--- src/rtl/shift_register_univ_if.sv ---
// Signal bundle for shift_register_univ: mode/data/burst controls in, register
// contents and burst status out. The slave modport is the register side.
interface shift_register_univ_if #(
    parameter int WIDTH = 4,
    parameter int CNT_W = 3
);
    logic [1:0]       MODE;
    logic             ROT;
    logic             SIR;
    logic             SIL;
    logic [WIDTH-1:0] D;
    logic             GO;
    logic [CNT_W-1:0] CNT;
    logic [WIDTH-1:0] Q;
    logic             SOR;
    logic             SOL;
    logic             BUSY;
    logic             DONE;
    logic [15:0]      TOGGLES;
    logic             STATE_DBG;

    modport master (
        output MODE, ROT, SIR, SIL, D, GO, CNT,
        input  Q, SOR, SOL, BUSY, DONE, TOGGLES, STATE_DBG
    );

    modport slave (
        input  MODE, ROT, SIR, SIL, D, GO, CNT,
        output Q, SOR, SOL, BUSY, DONE, TOGGLES, STATE_DBG
    );
endinterface

--- src/rtl/shift_register_univ.sv ---
// Universal shift register (hold / shift right / shift left / load, optional rotate)
// with a GO/CNT burst shift. Define SHIFT_REG_TOGGLE_CNT_EN to build the TOGGLES counter.
module shift_register_univ #(
    parameter int WIDTH = 4,
    parameter int CNT_W = 3
) (
    input  logic               CLK,
    input  logic               RESET,
    shift_register_univ_if.slave bus
);

    typedef enum logic {IDLE = 1'b0, BURST = 1'b1} state_t;

    state_t           state_q;
    logic [WIDTH-1:0] q_q, q_d;
    logic [CNT_W-1:0] rem_q;
    logic             dir_left_q;
    logic             rot_q;
    logic             done_q;

    logic             mode_shr, mode_shl, mode_ld;
    logic             go_shift;
    logic [WIDTH-1:0] shr_live, shl_live, shr_burst, shl_burst;

    // Any MODE value not matching a defined encoding (including X/Z) falls to hold.
    always_comb begin
        mode_shr = 1'b0;
        mode_shl = 1'b0;
        mode_ld  = 1'b0;
        case (bus.MODE)
            2'b01:   mode_shr = 1'b1;
            2'b10:   mode_shl = 1'b1;
            2'b11:   mode_ld  = 1'b1;
            default: ;
        endcase
    end

    always_comb begin
        shr_live  = {bus.ROT ? q_q[0] : bus.SIR, q_q[WIDTH-1:1]};
        shl_live  = {q_q[WIDTH-2:0], bus.ROT ? q_q[WIDTH-1] : bus.SIL};
        shr_burst = {rot_q ? q_q[0] : bus.SIR, q_q[WIDTH-1:1]};
        shl_burst = {q_q[WIDTH-2:0], rot_q ? q_q[WIDTH-1] : bus.SIL};
        go_shift  = bus.GO && (mode_shr || mode_shl);
    end

    always_comb begin
        q_d = q_q;
        if (state_q == BURST) begin
            q_d = dir_left_q ? shl_burst : shr_burst;
        end else if (go_shift && (bus.CNT == '0)) begin
            q_d = q_q;
        end else if (mode_shr) begin
            q_d = shr_live;
        end else if (mode_shl) begin
            q_d = shl_live;
        end else if (mode_ld) begin
            q_d = bus.D;
        end
    end

    always_ff @(posedge CLK or negedge RESET) begin
        if (!RESET) begin
            state_q    <= IDLE;
            q_q        <= '0;
            rem_q      <= '0;
            dir_left_q <= 1'b0;
            rot_q      <= 1'b0;
            done_q     <= 1'b0;
        end else begin
            q_q    <= q_d;
            done_q <= 1'b0;
            case (state_q)
                IDLE: begin
                    if (go_shift) begin
                        if (bus.CNT == '0) begin
                            done_q <= 1'b1;
                        end else begin
                            dir_left_q <= mode_shl;
                            rot_q      <= bus.ROT;
                            rem_q      <= bus.CNT - 1'b1;
                            if (bus.CNT == CNT_W'(1)) done_q  <= 1'b1;
                            else                      state_q <= BURST;
                        end
                    end
                end
                BURST: begin
                    rem_q <= rem_q - 1'b1;
                    if (rem_q == CNT_W'(1)) begin
                        state_q <= IDLE;
                        done_q  <= 1'b1;
                    end
                end
                default: state_q <= IDLE;
            endcase
        end
    end

    assign bus.Q         = q_q;
    assign bus.SOR       = q_q[0];
    assign bus.SOL       = q_q[WIDTH-1];
    assign bus.BUSY      = (state_q == BURST);
    assign bus.DONE      = done_q;
    assign bus.STATE_DBG = state_q;

`ifdef SHIFT_REG_TOGGLE_CNT_EN
    logic [15:0]      tog_q;
    logic [WIDTH-1:0] rise;
    logic [16:0]      rise_cnt, tog_sum;

    // Counts bits rising on the same edge that updates Q.
    always_comb begin
        rise     = q_d & ~q_q;
        rise_cnt = '0;
        for (int i = 0; i < WIDTH; i++) rise_cnt = rise_cnt + 17'(rise[i]);
        tog_sum = {1'b0, tog_q} + rise_cnt;
    end

    always_ff @(posedge CLK or negedge RESET) begin
        if (!RESET) tog_q <= '0;
        else        tog_q <= tog_sum[16] ? 16'hFFFF : tog_sum[15:0];
    end

    assign bus.TOGGLES = tog_q;
`else
    assign bus.TOGGLES = 16'h0000;
`endif

endmodule

--- src/flat_wrapper.sv ---
// flat-port wrapper written by rule: the top's interface ports become plain ports
module shift_register_univ_flat 
#(
    parameter int WIDTH = 4,
    parameter int CNT_W = 3
)
  (CLK, RESET, bus_MODE, bus_ROT, bus_SIR, bus_SIL, bus_D, bus_GO, bus_CNT, bus_Q, bus_SOR, bus_SOL, bus_BUSY, bus_DONE, bus_TOGGLES, bus_STATE_DBG);
  shift_register_univ_if #(.WIDTH(WIDTH), .CNT_W(CNT_W)) bus_i ();
  input  logic CLK;
  input  logic RESET;
  input wire logic [$bits(bus_i.MODE)-1:0] bus_MODE;
  input wire logic [$bits(bus_i.ROT)-1:0] bus_ROT;
  input wire logic [$bits(bus_i.SIR)-1:0] bus_SIR;
  input wire logic [$bits(bus_i.SIL)-1:0] bus_SIL;
  input wire logic [$bits(bus_i.D)-1:0] bus_D;
  input wire logic [$bits(bus_i.GO)-1:0] bus_GO;
  input wire logic [$bits(bus_i.CNT)-1:0] bus_CNT;
  output wire logic [$bits(bus_i.Q)-1:0] bus_Q;
  output wire logic [$bits(bus_i.SOR)-1:0] bus_SOR;
  output wire logic [$bits(bus_i.SOL)-1:0] bus_SOL;
  output wire logic [$bits(bus_i.BUSY)-1:0] bus_BUSY;
  output wire logic [$bits(bus_i.DONE)-1:0] bus_DONE;
  output wire logic [$bits(bus_i.TOGGLES)-1:0] bus_TOGGLES;
  output wire logic [$bits(bus_i.STATE_DBG)-1:0] bus_STATE_DBG;
  assign bus_i.MODE = bus_MODE;
  assign bus_i.ROT = bus_ROT;
  assign bus_i.SIR = bus_SIR;
  assign bus_i.SIL = bus_SIL;
  assign bus_i.D = bus_D;
  assign bus_i.GO = bus_GO;
  assign bus_i.CNT = bus_CNT;
  assign bus_Q = bus_i.Q;
  assign bus_SOR = bus_i.SOR;
  assign bus_SOL = bus_i.SOL;
  assign bus_BUSY = bus_i.BUSY;
  assign bus_DONE = bus_i.DONE;
  assign bus_TOGGLES = bus_i.TOGGLES;
  assign bus_STATE_DBG = bus_i.STATE_DBG;
  shift_register_univ #(.WIDTH(WIDTH), .CNT_W(CNT_W)) u_core (.CLK(CLK), .RESET(RESET), .bus(bus_i));
endmodule
--- config.mk ---
export PLATFORM = sky130hd
export DESIGN_NAME = shift_register_univ_flat
export DESIGN_NICKNAME = d
export VERILOG_FILES = /design/src/rtl/shift_register_univ_if.sv /design/src/rtl/shift_register_univ.sv /design/src/flat_wrapper.sv
export SDC_FILE = /design/constraint.sdc
export NUM_CORES = 1
export LEC_CHECK = 0
export CAP_MARGIN = 25
export CORE_UTILIZATION = 25
export CTS_CLUSTER_SIZE = 40
export DETAILED_ROUTE_END_ITERATION = 8
export HOLD_SLACK_MARGIN = 0.06
export PLACE_DENSITY = 0.56
export SYNTH_ARGS = -nofsm -noshare
export SYNTH_HDL_FRONTEND = slang
export SYNTH_SLANG_ARGS = --single-unit
--- constraint.sdc ---
create_clock -name CLK -period 1.7 [get_ports CLK]
set_clock_uncertainty 0.15 [all_clocks]
set_input_delay 0.255 -clock CLK [delete_from_list [all_inputs] [get_ports CLK]]
set_output_delay 0.255 -clock CLK [all_outputs]
set_load 0.03 [all_outputs]
==> impl_metrics.toml, run 1 <==
[detailed_routing]
routed_wl_um = 2260
drtIter0Drc = 84
drc_errors = 0
vias = 820
viasPerCell = 4.29
antenna_left = 0
wire_per_inst_um = 11.8
first_pass_iters = 4

[timing]
max_slew_margin = 0.643
final-hold-violation-count = 0
finalSetupViolCount = 0
min_period_ns = 1.66
max_freq_mhz = 602
tightest_slew_ns = 0.535
slew_violations = 0
rsz0062_at_grt = "no"
min_period_over_period = 0.977
fin_ws_ns = 0.0399

[finish]
synthToLayoutAreaGrowth_pct = 38.9
stdcell_count = 191
final_cell_mix = "buf_4, conb_1, clkdlybuf4s50_1, dfrtp_1, inv_1"
final_common_cell = "buf_4"
antenna_cells = 0
drive_gt1_frac = 0.266
seqCellArea_um2 = 277
fin_util = 0.371
nNetsFinal = 167
fill_cells = 409
multiInputGateArea_um2 = 631
fin_area_um2 = 1390

[clock_tree]
cts_buffers = 3
htreeDepth = 1
cts_tree = "built"
insertion_delay_ns = 0.23
clkSlewWorstSetupHoldPaths_ns = 0.05
cts_sinks = 11
cts_buffer_depth = 2
cts-root-buf = "clkbuf_8"

[setup_path]
endpoint_kind = "primary output"
crit_family = "buffers and inverters"
critPathBufInv = 1
cp.arrival_ns = 1.26
cp_slowest_cell = "clkdlybuf4s50_1"
worstPathCellList = "clkdlybuf4s50_1"
cp_max_fo = 3
critPathMaxStageDelay_ns = 0.67
required_ns = 1.29
startpoint_type = "flip-flop"
criticalPathCategory = "reg -> out"

[logic_synthesis]
synth_top_area_frac = 0.275
synth_area_per_cell_um2 = 9.35
yosysWarnings = 0
synth.yosys.seq_area_share = 0.275
syn_area_um2 = 1000
ys_ff_latch = 11
synth.largest_area_cell = "dfrtp_1"
synthTopCellsByArea = "dfrtp_1, buf_4, ha_1, mux2_2, mux2i_1"
synth_cell_type_count = 31
synth_cells = 107

[power_and_ir_drop]
vdd_drop_max_uv = 356
powerDensity_nw_per_um2 = 1450
leakage_nw = 0.686

[floorplanning]
io_pins = 40
num_rows = 22
die_h_um = 65.3
fp.dieW_um = 65.3
fp.dieArea_um2 = 4260
coreArea_um2 = 3740
initial_utilization = 0.267

[hold_path]
hold_path.class = "in -> async"

[place]
placed_area_um2 = 1300
pre_cts_ws_ns = -0.392
io_buffers = 23
dp.cells = 187
gp_congestion = 0.829
hpwl_um = 1760

[global_routing]
gr-total-overflow = 0
antenna_found_initial = 0
grt_pass1_vias = 808
grt_max_degree = 12
grt_pass1_wl_um = 3720
grt_use_total = 0.116

[job]
cap_violations = 0

[run_status]
status = "completed"
-- Yosys cell counts --
master,n
a21oi_1,1
o22ai_1,1
inv_2,1
mux2_2,8
o211ai_1,3
nand2b_1,2
o21a_1,1
nand3_1,2
nor3b_1,1
xor2_1,2
o31ai_1,1
nand2_1,6
and3_1,1
a31oi_1,2
or3_1,1
a221o_1,1
a31oi_4,1
nor2b_1,1
buf_6,1
nor2_1,6
nand3b_2,1
mux2i_1,8
o21ai_0,4
buf_4,19
inv_1,9
conb_1,1
ha_1,8
clkbuf_1,1
dfrtp_1,11
nor4_2,1
a41oi_1,1
-- power by group --
part	internal, mW	switching [mW]	leakage (nW)
Sequential	0.396	0.169	0.130
Clock	0.164	0.0953	0.0228
Combinational	0.551	0.641	0.533
Total	1.11	0.905	0.686
-- final timing paths --
kind / startpoint / to / slack, ns / cells after the start
setup / recovery: u_core.bus.Q[0] / bus_Q[0] / 0.04 / 1
hold / removal: RESET / u_core.bus.Q[1] / 0.22 / 1
setup reg to reg: u_core.bus.BUSY / u_core.bus.Q[3] / 0.24 / 4
hold reg to reg: u_core.rem_q[0] / u_core.rem_q[0] / 0.36 / 1
max in group asynchronous: RESET / u_core.bus.BUSY / 0.79 / 1
min in group CLK: u_core.rem_q[0] / u_core.rem_q[0] / 0.36 / 1
-- final cells by class --
cell class / count / share of cell area
multi-input combinational: 80 / 0.454
timing repair buffer: 38 / 0.245
sequential: 11 / 0.199
tap: 48 / 0.0432
clock buffer: 4 / 0.0324
inverter: 10 / 0.0270
-- metal layers --
layer | vias up | global-route usage | share of wire | wire (µm)
met2 | 33 | 0.192 | 0.49 | 1100
li1 | 404 | - | - | -
met4 | 0 | 0.0598 | 0.017 | 39
met5 | - | 0 | 0 | 0
met1 | 379 | 0.134 | 0.43 | 971
met3 | 4 | 0.0330 | 0.067 | 152
-- kinds of logic (layout without fill, tap and decap cells) --
family	Yosys count	count (layout)	synth area share
buffers and inverters	31	52	0.195
other	1	16	0.00375
XOR/XNOR	2	2	0.0175
AO/OA/AOI/OAI	16	16	0.121
adder cells (fa/ha/maj)	8	8	0.100
multiplexers	16	16	0.170
flip-flops	11	11	0.275
AND/OR/NAND/NOR	22	22	0.118
-- state kept, by name, indices dropped and copies added, names as in the netlist --
signal and count:
u_core.bus.Q 4, u_core.rem_q 3, u_core.bus.BUSY 1, u_core.bus.DONE 1, u_core.dir_left_q 1, u_core.rot_q 1
-- what timing repair did --
action | CTS | global route
hold buffers | 0 | 0
gates resized for setup | 12 | 5
pin swaps | 5 | 1
setup endpoints to repair | 10 | 13
buffers inserted | 0 | 0
-- metrics by stage --
| stage | TNS, ns | power (mW) | hold slack (ns) |
|---|---|---|---|
| 2_1_floorplan | 0 | 1.36 | -0.191 |
| 3_3_place_gp | -3.12 | 1.73 | 0.352 |
| 3_5_place_dp | -3.41 | 1.76 | 0.353 |
| 4_1_cts | 0 | 2.04 | 0.246 |
| 5_1_grt | 0 | 2.18 | 0.268 |
| 6_report | 0 | 2.02 | 0.221 |
No activity file was read; power rests on OpenSTA's default activity.
==> run 2, diff against run 1 <==
--- a/config.mk
+++ b/config.mk
@@ -7,7 +7,7 @@
 export LEC_CHECK = 0
 export CAP_MARGIN = 25
 export CORE_UTILIZATION = 25
-export CTS_CLUSTER_SIZE = 40
+export CTS_CLUSTER_DIAMETER = 100
 export DETAILED_ROUTE_END_ITERATION = 8
 export HOLD_SLACK_MARGIN = 0.06
 export PLACE_DENSITY = 0.56
==> results of run 2 <==
The final DEF is identical to that of run 1; final timing and power are the same.
==> run 3, diff against run 2 <==
--- a/config.mk
+++ b/config.mk
@@ -6,11 +6,11 @@
 export NUM_CORES = 1
 export LEC_CHECK = 0
 export CAP_MARGIN = 25
-export CORE_UTILIZATION = 25
+export CORE_UTILIZATION = 43
 export CTS_CLUSTER_DIAMETER = 100
 export DETAILED_ROUTE_END_ITERATION = 8
 export HOLD_SLACK_MARGIN = 0.06
-export PLACE_DENSITY = 0.56
+export PLACE_DENSITY = 0.85
 export SYNTH_ARGS = -nofsm -noshare
 export SYNTH_HDL_FRONTEND = slang
 export SYNTH_SLANG_ARGS = --single-unit
==> run 3 against run 2 <==
Net effect:
- the run now ends with setup timing left
- via count increased by 2.6%
- power is 4.6% lower
- non-clock buffer count fell by 2
- setup slack got worse by 0.071 ns
- flip-flop and latch count is the same
- routed wire length grew 4.7%
- register-to-register slack improved by 0.04 ns
- final area is 2.8% lower
- clock power fell by 26%
- sequential share of layout area grew 0.57 points
- count of clock-buffer cells in the layout is 1 lower
- first-iteration DRC count shrank 81%
- critical path type unchanged
- largest power group unchanged
- highest routed layer unchanged
==> impl_metrics.toml, run 3 (synthesis gave the netlist of run 1 again) <==
[run_status]
status = "complete, but fails checks"
violations = "setup timing"

[detailed_routing]
vias = 841
antenna_left = 0
first_pass_iters = 5
drtIter0Drc = 16
drc_errors = 0
routed_wl_um = 2370
viasPerCell = 4.98
wire_per_inst_um = 14.0

[setup_path]
cp.arrival_ns = 1.33
critPathMaxStageDelay_ns = 0.69
cp_slowest_cell = "clkdlybuf4s50_1"
crit_family = "buffers and inverters"
criticalPathCategory = "reg -> out"
worstPathCellList = "clkdlybuf4s50_1"
required_ns = 1.29
startpoint_type = "flip-flop"
endpoint_kind = "primary output"
critPathBufInv = 1
cp_max_fo = 1

[clock_tree]
clkSlewWorstSetupHoldPaths_ns = 0.08
cts-root-buf = "clkbuf_4"
cts_buffer_depth = 2
cts_tree = "built"
htreeDepth = 1
postCtsSetupRepairBufs = 0
insertion_delay_ns = 0.28
cts_buffers = 3
cts_sinks = 11

[finish]
fill_cells = 192
fin_area_um2 = 1350
nNetsFinal = 165
final_cell_mix = "conb_1, buf_4, clkdlybuf4s50_1, dfrtp_1"
synthToLayoutAreaGrowth_pct = 35.0
antenna_cells = 0
final_common_cell = "conb_1"
drive_gt1_frac = 0.284
largest_register_ffs = 4

[timing]
finalSetupViolCount = 1
max_slew_margin = 0.635
slew_violations = 0
final-hold-violation-count = 0
fin_setup_tns_ns = -0.0310
min_period_over_period = 1.02
max_freq_mhz = 578
fin_ws_ns = -0.0310
tightest_slew_ns = 0.546
holdWs_ns = 0.170
min_period_ns = 1.73

[power_and_ir_drop]
pwr-share-clk = 0.100
power.share.sequential = 0.310
vdd_drop_max_uv = 903
switching_share = 0.492
powerDensity_nw_per_um2 = 1420
p_int_uw = 977
p_comb_frac = 0.590
p_switching_uw = 946
total_power_mw = 1.92
leakage_nw = 0.664

[place]
placed_area_um2 = 1260
hpwl_um = 1780
pre_cts_ws_ns = -0.405
io_buffers = 23
gp_congestion = 0.838

[global_routing]
grt_pass1_wl_um = 3650
grt_use_total = 0.195
antenna_found_initial = 0
gr-total-overflow = 0
grt_max_degree = 12
grt_pass1_vias = 836

[floorplanning]
initial_utilization = 0.452
coreArea_um2 = 2210
fp.dieW_um = 50.2
die_h_um = 50.2
num_rows = 17
io_pins = 40
fp.dieArea_um2 = 2520

[job]
cap_violations = 0

[hold_path]
hold_path.class = "in -> async"
==> run 3: changes by cell type in the layout (fill, tap and decap cells not counted), moves of 2 or more <==
cell / change
buf_4: -2
clkbuf_4: +3
clkbuf_8: -3
dlygate4sd2_1: +3
dlymetal6s2s_1: -2
ha_2: -2
ha_4: +2
==> run 3: power by group through the flow <==
stage / sequential [mW] / combinational (mW) / clock (mW)
3_3_place_gp: 0.564 / 1.11 / 0
2_1_floorplan: 0.665 / 0.699 / 0
5_1_grt: 0.613 / 1.22 / 0.202
4_1_cts: 0.581 / 1.11 / 0.199
6_report: 0.596 / 1.13 / 0.192
3_5_place_dp: 0.582 / 1.14 / 0
==> run 3: per-stage QoR <==
step           utilization  std cells
4_1_cts              0.591        169
3_5_place_dp         0.568        165
5_1_grt              0.611        169
6_report             0.611        169
3_3_place_gp         0.568        165
2_1_floorplan            -        122
==> run 3: routing by layer <==
layer / track usage / part of all wire / wire length, µm / vias to the layer above
li1: - / - / - / 400
met1: 0.204 / 0.40 / 949 / 410
met3: 0.0576 / 0.065 / 154 / 3
met4: 0.0286 / 0.0072 / 17 / 0
met5: 0 / 0 / 0 / -
met2: 0.380 / 0.53 / 1250 / 28
==> run 3: layout make-up <==
cell class / count / area, µm² / share of cell area
sequential: 11 / 277 / 0.205
timing repair buffer: 36 / 317 / 0.234
tap: 28 / 35.0 / 0.0259
clock inverter: 1 / 5.00 / 0.00370
clock buffer: 3 / 22.5 / 0.0167
inverter: 10 / 37.5 / 0.0278
multi-input combinational: 80 / 658 / 0.487
==> run 3: final timing paths <==
check                                 from              end  slack (ns)  cells after the start
min in group CLK           u_core.rem_q[0]  u_core.rem_q[0]        0.38                      1
setup reg to reg           u_core.bus.Q[3]  u_core.bus.Q[0]        0.28                      4
max in group asynchronous            RESET  u_core.bus.BUSY        0.84                      1
hold / removal                       RESET     u_core.rot_q        0.17                      1
hold reg to reg            u_core.rem_q[0]  u_core.rem_q[0]        0.38                      1
setup / recovery           u_core.bus.DONE         bus_DONE       -0.03                      1
==> run 3: timing repair <==
action,4_1_cts,5_1_grt
pin swaps,1,1
endpoints found under the setup margin,13,10
hold buffers,0,0
resized for setup,13,9
